==> src/rtl/uart_host_sequencer.sv <==
// rtl/uart_host_sequencer.sv - host-side UART command sequencer for the debug link
//
// Turns one queued operation at a time into byte traffic on a uart_tx/uart_rx pair:
// send a byte, send a word LSB-first, collect N bytes, or wait for the ready char.
//
// Ports:
//   i_clk, i_rst_n           clock, asynchronous active-low reset
//   i_cmd_valid/o_cmd_ready  command handshake (ready only in IDLE)
//   i_cmd_op                 0 SEND_BYTE, 1 SEND_WORD, 2 RECV_N, 3 WAIT_READY
//   i_cmd_data, i_cmd_len    payload for sends, byte count for RECV_N
//   o_tx_start, o_tx_data    byte request towards uart_tx, held until i_tx_done
//   i_tx_done                one-cycle completion pulse from uart_tx
//   i_rx_valid, i_rx_data    one-cycle received byte from uart_rx
//   o_rx_byte_valid, o_rx_byte, o_rx_index   forwarded byte and its position
//   o_done, o_timeout        completion pulse, qualified by timeout flag
//   o_busy                   high whenever not IDLE

module uart_host_sequencer #(
   parameter int         WORD_WIDTH     = 32,
   parameter int         MAX_RX_BYTES   = 128,
   parameter logic [7:0] READY_CHAR     = 8'h52,
   parameter int         TIMEOUT_CYCLES = 0
) (
   input  logic                                i_clk,
   input  logic                                i_rst_n,
   input  logic                                i_cmd_valid,
   output logic                                o_cmd_ready,
   input  logic [1:0]                          i_cmd_op,
   input  logic [WORD_WIDTH-1:0]               i_cmd_data,
   input  logic [$clog2(MAX_RX_BYTES+1)-1:0]   i_cmd_len,
   output logic                                o_tx_start,
   output logic [7:0]                          o_tx_data,
   input  logic                                i_tx_done,
   input  logic                                i_rx_valid,
   input  logic [7:0]                          i_rx_data,
   output logic                                o_rx_byte_valid,
   output logic [7:0]                          o_rx_byte,
   output logic [$clog2(MAX_RX_BYTES)-1:0]     o_rx_index,
   output logic                                o_done,
   output logic                                o_timeout,
   output logic                                o_busy
);

   localparam int NB = WORD_WIDTH / 8;
   localparam int LW = $clog2(MAX_RX_BYTES + 1);
   localparam int IW = $clog2(MAX_RX_BYTES);
   localparam int TW = (TIMEOUT_CYCLES > 0) ? $clog2(TIMEOUT_CYCLES + 1) : 1;

   localparam logic [LW-1:0] MAX_LEN        = LW'(MAX_RX_BYTES);
   localparam logic [LW-1:0] MAX_IDX_CNT    = LW'(MAX_RX_BYTES - 1);
   localparam logic [LW-1:0] LAST_WORD_BYTE = LW'(NB - 1);
   localparam logic [TW-1:0] TO_LIMIT       = TW'(TIMEOUT_CYCLES);
   localparam bit            TO_EN          = (TIMEOUT_CYCLES != 0);

   localparam logic [1:0] OP_SEND_BYTE  = 2'd0;
   localparam logic [1:0] OP_SEND_WORD  = 2'd1;
   localparam logic [1:0] OP_RECV_N     = 2'd2;

   typedef enum logic [2:0] {
      ST_IDLE,
      ST_TX_REQ,
      ST_TX_GAP,
      ST_RX_COLLECT,
      ST_RX_WAIT_RDY,
      ST_DONE
   } state_t;

   state_t                state;
   logic [WORD_WIDTH-1:0] tx_shift;   // unsent bytes, next one always in [7:0]
   logic [LW-1:0]         byte_cnt;
   logic [LW-1:0]         last_cnt;   // index of the final byte of the command
   logic [TW-1:0]         to_cnt;
   logic [LW-1:0]         len_clamped;

   always_comb begin
      len_clamped = (i_cmd_len > MAX_LEN) ? MAX_LEN : i_cmd_len;
   end

   assign o_cmd_ready = (state == ST_IDLE);

   always_ff @(posedge i_clk or negedge i_rst_n) begin
      if (!i_rst_n) begin
         state           <= ST_IDLE;
         tx_shift        <= '0;
         byte_cnt        <= '0;
         last_cnt        <= '0;
         to_cnt          <= '0;
         o_tx_start      <= 1'b0;
         o_tx_data       <= 8'h00;
         o_rx_byte_valid <= 1'b0;
         o_rx_byte       <= 8'h00;
         o_rx_index      <= '0;
         o_done          <= 1'b0;
         o_timeout       <= 1'b0;
         o_busy          <= 1'b0;
      end else begin
         o_rx_byte_valid <= 1'b0;
         o_done          <= 1'b0;
         o_timeout       <= 1'b0;

         case (state)
            ST_IDLE: begin
               if (i_cmd_valid) begin
                  tx_shift <= i_cmd_data;
                  byte_cnt <= '0;
                  to_cnt   <= '0;
                  o_busy   <= 1'b1;
                  case (i_cmd_op)
                     OP_SEND_BYTE, OP_SEND_WORD: begin
                        last_cnt   <= (i_cmd_op == OP_SEND_WORD) ? LAST_WORD_BYTE : '0;
                        o_tx_start <= 1'b1;
                        o_tx_data  <= i_cmd_data[7:0];
                        state      <= ST_TX_REQ;
                     end
                     OP_RECV_N: begin
                        if (len_clamped == '0) begin
                           o_done <= 1'b1;
                           state  <= ST_DONE;
                        end else begin
                           last_cnt <= len_clamped - LW'(1);
                           state    <= ST_RX_COLLECT;
                        end
                     end
                     default: state <= ST_RX_WAIT_RDY;
                  endcase
               end
            end

            ST_TX_REQ: begin
               if (i_tx_done) begin
                  o_tx_start <= 1'b0;
                  if (byte_cnt == last_cnt) begin
                     o_done <= 1'b1;
                     state  <= ST_DONE;
                  end else begin
                     byte_cnt <= byte_cnt + LW'(1);
                     tx_shift <= tx_shift >> 8;
                     state    <= ST_TX_GAP;
                  end
               end
            end

            // One idle cycle so uart_tx sees a fresh rising start per byte.
            ST_TX_GAP: begin
               o_tx_start <= 1'b1;
               o_tx_data  <= tx_shift[7:0];
               state      <= ST_TX_REQ;
            end

            ST_RX_COLLECT, ST_RX_WAIT_RDY: begin
               // A byte on the expiry cycle takes priority over the timeout.
               if (i_rx_valid) begin
                  to_cnt          <= '0;
                  o_rx_byte_valid <= 1'b1;
                  o_rx_byte       <= i_rx_data;
                  o_rx_index      <= byte_cnt[IW-1:0];
                  if (state == ST_RX_COLLECT) begin
                     if (byte_cnt == last_cnt) begin
                        o_done <= 1'b1;
                        state  <= ST_DONE;
                     end else begin
                        byte_cnt <= byte_cnt + LW'(1);
                     end
                  end else begin
                     if (byte_cnt != MAX_IDX_CNT)
                        byte_cnt <= byte_cnt + LW'(1);
                     if (i_rx_data == READY_CHAR) begin
                        o_done <= 1'b1;
                        state  <= ST_DONE;
                     end
                  end
               end else if (TO_EN && (to_cnt == TO_LIMIT)) begin
                  o_done    <= 1'b1;
                  o_timeout <= 1'b1;
                  state     <= ST_DONE;
               end else if (TO_EN) begin
                  to_cnt <= to_cnt + TW'(1);
               end
            end

            ST_DONE: begin
               o_busy <= 1'b0;
               state  <= ST_IDLE;
            end

            default: begin
               o_tx_start <= 1'b0;
               o_busy     <= 1'b0;
               state      <= ST_IDLE;
            end
         endcase
      end
   end

endmodule

==> config.mk <==
export PLATFORM = sky130hd
export DESIGN_NAME = uart_host_sequencer
export DESIGN_NICKNAME = d
export VERILOG_FILES = /design/src/rtl/uart_host_sequencer.sv
export SDC_FILE = /design/constraint.sdc
export NUM_CORES = 1
export LEC_CHECK = 0
export ABC_AREA = 1
export BUFFER_PORTS_ARGS = -buffer_cell sky130_fd_sc_hd__buf_2
export CORE_MARGIN = 3
export CORE_UTILIZATION = 35
export DETAILED_ROUTE_END_ITERATION = 16
export GPL_TIMING_DRIVEN = 0
export HOLD_SLACK_MARGIN = 0.03
export SYNTH_ARGS = -nofsm -noshare
export SYNTH_HDL_FRONTEND = slang
export SYNTH_SLANG_ARGS = --single-unit
export TNS_END_PERCENT = 5
==> constraint.sdc <==
create_clock -name i_clk -period 2 [get_ports i_clk]
set_input_delay 0.2 -clock i_clk [delete_from_list [all_inputs] [get_ports i_clk]]
set_output_delay 0.2 -clock i_clk [all_outputs]
set_load 0.005 [all_outputs]
# ---- After elaboration in Yosys (flattened, before gate mapping)
# Cells that the tools add are included.
dict set report word_totals {
  mem_bits_rw 0
  inputBits 55
  out_inout_bits 29
  memories 0
  mem_bits_ro 0
  elab_cells 99
  latchBits 0
  regBits 78
}
dict set report classes {
  order_cmp 1
  bitwise 2
  multipliers 0
  div 0
  n_addsub 2
  reduce_logical 19
  shift 0
  n_mux 45
  eq_ne 19
}
# cell n
set ops {}
lappend ops {{$mux 32} 3}
lappend ops {{$mux 8} 10}
lappend ops {{$pmux 32 s2} 1}
lappend ops {{$pmux 8 s2} 2}
lappend ops {{$mux 3} 8}
lappend ops {{$pmux 8 s3} 1}
lappend ops {{$mux 1} 14}
lappend ops {{$pmux 3 s4} 1}
lappend ops {{$reduce_and 4->1} 3}
lappend ops {{$ne 2x2->1 const B} 5}
lappend ops {{$reduce_and 5->1} 2}
lappend ops {{$ne 3x3->1 const B} 3}
lappend ops {{$add 8x1->8 const B} 1}
lappend ops {{$eq 8x7->1 const B} 1}
lappend ops {{$eq 8x8->1} 1}
lappend ops {{$gt 8x8->1 const B} 1}
lappend ops {{$logic_not 8->1} 1}
lappend ops {{$ne 8x7->1 const B} 1}
lappend ops {{$sub 8x1->8 const B} 1}
lappend ops {{$eq 3x2->1 const B} 2}
lappend ops {{$eq 3x3->1 const B} 2}
lappend ops {{$pmux 3 s2} 1}
lappend ops {{$reduce_bool 2->1} 3}
lappend ops {{$pmux 1 s4} 1}
lappend ops {{other kinds (16)} 19}

# ---- Depth between registers and ports, before layout
dict set report depth {
  word_depth 7
  mapped_depth 12
  mapped_depth_nobuf 12
}

# ---- Worst setup path after synthesis
# OpenSTA, ideal clock, no wires.
dict set report synth_path {
  kind {input port to flip-flop}
  start {in i_cmd_len[0]}
  end {reg last_cnt[0]}
  arrival_ns 1.720
  path_buffers 0
  slack_ns 0.153
  setup_ns 0.127
  path_stages 11
  required_time_ns 1.873
  cell_sequence {nor2_1 nand2_1 o21ai_1 nand2_1 ha_1 nand4_1 nand2_1 nand2_1 nand2_1 inv_1 o21ai_0}
}
dict set report synth_via {
  elab_chain_len 5
  elab_cells_between_ends 8
  cone_classes {add/sub (1); order compare (1); eq/ne (1); mux (3); reduce/logical (2)}
}
# item line
set synth_rtl {}
lappend synth_rtl {{start: declaration} 30} ;# input logic [$clog2(MAX_RX_BYTES+1)-1:0] i_cmd_len,
lappend synth_rtl {{$gt 8x8->1} 76} ;# len_clamped = (i_cmd_len > MAX_LEN) ? MAX_LEN : i_cmd_len;
lappend synth_rtl {{$mux 8 (*)} 76}
lappend synth_rtl {{$sub 8x1->8 / $logic_not 8->1 (equally long branches)} {120, 116}}
lappend synth_rtl {{$mux 8 / $ne 2x2->1 (equally long branches)} n/a}
lappend synth_rtl {{$pmux 8 s2 / $reduce_and 4->1 (equally long branches)} n/a}
lappend synth_rtl {{end signal: assignment} 110} ;# last_cnt <= (i_cmd_op == OP_SEND_WORD) ? LAST_WORD_BYTE : '0;
lappend synth_rtl {{end signal: assignment} 120} ;# last_cnt <= len_clamped - LW'(1);
lappend synth_rtl {{end: declaration} 71} ;# logic [LW-1:0] last_cnt;
# Mark *: on every way between the ends. The rest lies on a longest branch, timed or not. The select of a mux whose other input is x is not followed.
# A chain may end at the register's enable or synchronous reset.

# ---- Worst setup path in the final report
dict set report layout_path {
  start {reg state[0]}
  end {reg tx_shift[14]}
}
dict set report layout_via {
  elab_chain_len 3
  elab_cells_between_ends 8
  cone_classes {eq/ne (4); mux (1); reduce/logical (3)}
}
# item line
set layout_rtl {}
lappend layout_rtl {{start: declaration} 68} ;# state_t state;
lappend layout_rtl {{start signal: assignment} 83} ;# state <= ST_IDLE;
lappend layout_rtl {{start signal: assignment} 113} ;# state <= ST_TX_REQ;
lappend layout_rtl {{start signal: assignment} 118} ;# state <= ST_DONE;
lappend layout_rtl {{$eq 3x1->1 / $logic_not 3->1 (equally long branches)} 101} ;# case (state)
lappend layout_rtl {{$ne 2x2->1 (no source line) / $reduce_bool 2->1 (equally long branches)} n/a}
lappend layout_rtl {{$reduce_and 4->1 (no source line)} n/a}
lappend layout_rtl {{end signal: assignment} 104} ;# tx_shift <= i_cmd_data;
lappend layout_rtl {{end signal: assignment} 137} ;# tx_shift <= tx_shift >> 8;
lappend layout_rtl {{end: declaration} 69} ;# logic [WORD_WIDTH-1:0] tx_shift;
# Parallel ways exist; a longest one is shown, timed or not.

==> reports/metrics.yaml <==
layout-area-overhead-vs-synth_pct: 22.04
grt_max_degree: 47
rsz0062_at_grt: "false"
synth_top_family_by_area: "simple AND/OR/NAND/NOR gates"
initialDrtViolationCount: 186
syn_area_per_cell_um2: 7.470
r2r_cells: 12
tightest_slew_ns: 0.5227
crit_fanout: 10
grt_pass1_wl_mm: 17.48
finalNonFillerCells: 844
clockBufferDepth: 2
die_h_um: 117.2
cp-start-kind: "flip-flop"
synth.distinct_cells: 33
multi_input_area_um2: 2007
hold_viol_final: 0
synth_common_cells: "216 x nand2_1, 78 x dfrtp_1, 57 x inv_1, 52 x o21ai_0, 31 x nand3_1"
max_freq_mhz: 543.3
fp.dieW_um: 117.2
synth-xor-area-share: 0.01215
cp.required_ns: 2.21
synth_top_area_share: 0.4513
rrSetupSlack_ns: 0.16
hp-start: "i_rx_data[2]"
syn_inst: 579
powerDensity_nw_per_um2: 1572
cts_buffers: 9
insertion_delay_ns: 0.34
vias_per_cell: 4.615
clk_pin_slew_ns: 0.06
wl_per_cell_um: 12.34
fin_util: 0.4489
ys_ff_latch: 78
synth.cell_area_um2: 4325
initial_core_util: 0.3678
crit_path_frequent_cell: "nand2_2"
nFillCells: 1180
num-nets-final: 732
ys_seq_area_frac: 0.4513
setup_viol: 0
worstPathCellList: "nor2_2 > nand2_2 > inv_2 > nand2_4 > nand2_2 > a21oi_2 > nand2_4 > inv_2 > buf_6 > buf_12 > nand2_2 > o21ai_2"
hold_end: "o_rx_byte[2]"
io_pins: 84
drtPass1Iterations: 5
yosys.area_share.adder: 0.005785
tritoncts: "done"
diodes: 0
synth_edf_count: 0
syn_nets: 636
antenna_found_initial: 0
setup-tns-final_ns: 0
gp_congestion: 0.8421
synth_ff_type: "dfrtp_1"
yosys.area_share.simple: 0.3078
period_share: 0.9203
place_inst: 826
dieArea_um2: 13730
route.detailed.drc: 0
critPathMaxStageDelay_ns: 0.45
regToRegEndpoint: "tx_shift[14]"
synthArstFlopShare: 1.000
vdd_drop_max_mv: 0.5713
synthTopCellsByArea: "dfrtp_1 45%, nand2_1 19%, o21ai_0 6.0%"
port_buffers: 82
cp_slowest_cell: "dfrtp_1"
outcome: "finished clean"
grt_pass1_vias: 3758
cellLeakagePower_uw: 0.002810
cts.sinks: 78
track_usage: 0.1595
ff_latch_area_um2: 1952
rows: 39
critPathKind: "flip-flop to flip-flop"
synth_compound_area_frac: 0.1342
globalRoute.totalOverflow: 0
ant_nets: 0
muxShareOfSynthArea: 0
worst_hold_path.num_cells: 3
h-tree-depth: 3
slew_viol_final: 0
fin_crit_ns: 1.841
yosys.area.top_type: "dfrtp_1"
yosysWarnings: 0
yosysMostFrequentCell: "nand2_1"
routed-via-count: 3895
critPathArrivalTime_ns: 2.05
routed_wirelength_mm: 10.41
final_layout_size_suffix_gt1_frac: 0.2603
cts_root_buf: "clkbuf_16"
cp-end-kind: "flip-flop"
hold_path_class: "primary input to flip-flop"
slew_headroom: 0.6502
rr_startpoint: "state[0]"
coreArea_um2: 11760
skew_ns: 0.007805
dp.final_hpwl_mm: 7.949
cap_violations: 0
cell type report:
type | instances | share of cell area
plain buffers | 17 | 0.02370
clock buffers | 10 | 0.04527
clock inverters | 6 | 0.007111
inverters | 68 | 0.04835
multi-input cells | 416 | 0.3802
flip-flops and latches | 78 | 0.3698
well taps | 164 | 0.03887
repair buffers | 84 | 0.08533
repair inverters | 1 | 0.001422
critical path, delay by kind of cell (launching register included):
family / cells / cell delay, ns
simple gates: 6 / 0.68
buf+inv: 4 / 0.49
compound gates: 2 / 0.09
flops: 1 / 0.45
flip-flops by register name, summed over array words and instances, names as in the netlist:
register         cells
o_rx_byte_valid      1
tx_shift            32
o_busy               1
o_rx_byte            8
byte_cnt             8
o_tx_data            8
last_cnt             8
o_done               1
state                3
o_tx_start           1
o_rx_index           7
cells in the final DEF, fill, tap and decap left out, types with 2 or more instances in the layout:
cell type	count
o21ai_1	13
nor2_2	3
nand2_4	2
o21ai_0	52
nand2_2	21
inv_1	56
a21oi_1	9
clkinvlp_4	4
xnor2_1	5
clkbuf_1	4
buf_6	2
nand4_1	4
nor2_4	3
ha_1	2
nand2_1	215
clkbuf_16	9
inv_2	11
clkinv_2	3
o21ai_2	20
buf_12	2
buf_4	2
buf_2	89
nand3b_1	2
nor2_1	24
nand3_1	31
dfrtp_1	78
metrics by stage:
stage / total power, uW / hold slack, ns / instance area (um2) / worst slack (ns)
2_1_floorplan: 5727 / -0.09559 / 4325 / 0.1531
3_3_place_gp: 6761 / 0.4302 / 4941 / -0.3528
3_5_place_dp: 6831 / 0.1764 / 4971 / -0.4310
4_1_cts: 8376 / 0.07246 / 5261 / 0.07669
5_1_grt: 9112 / 0.09499 / 5279 / 0.01088
6_report: 8296 / 0.08704 / 5279 / 0.1593
how the worst max path moves through the flow:
stage,endpoint,slack [ns],depth (start not counted),from
3_3_place_gp,last_cnt[6],-0.35,12,i_cmd_len[0]
3_5_place_dp,last_cnt[6],-0.43,12,i_cmd_len[0]
5_1_grt,tx_shift[14],0.01,12,byte_cnt[6]
2_1_floorplan,last_cnt[0],0.15,11,i_cmd_len[0]
4_1_cts,last_cnt[6],0.08,13,i_cmd_len[0]
6_report,tx_shift[14],0.16,12,state[0]
where the power goes:
group	internal (uW)	switching [uW]	total, uW	leakage (uW)
sequential	2270	360	2630	0.000994
combinational	1520	2650	4170	0.00169
clock	866	631	1500	0.000130
repair_timing:
action,in CTS,in global routing
hold buffers,1,0
hold endpoints to repair,32,0
setup endpoints to repair,6,7
gates cloned,0,1
gates resized for setup,1,4
setup buffers,0,0
cells by family (layout without fill, tap and decap cells):
| kind of cell | after synthesis | in the layout |
|---|---|---|
| other | 1 | 1 |
| flip-flops | 78 | 78 |
| AO/OA/AOI/OAI | 99 | 99 |
| AND/OR/NAND/NOR | 308 | 308 |
| XOR/XNOR | 6 | 6 |
| adder cells (fa/ha/maj) | 2 | 2 |
| buffers and inverters | 85 | 186 |
routing by layer:
layer  GRT usage  share of wire  up-vias
met5           0              0        -
met4     0.05428          0.016        0
met2      0.2568           0.45      101
li1            -              -     2017
met3     0.03753          0.055       13
met1      0.2111           0.48     1764
No activity file was read; power rests on OpenSTA's default activity.
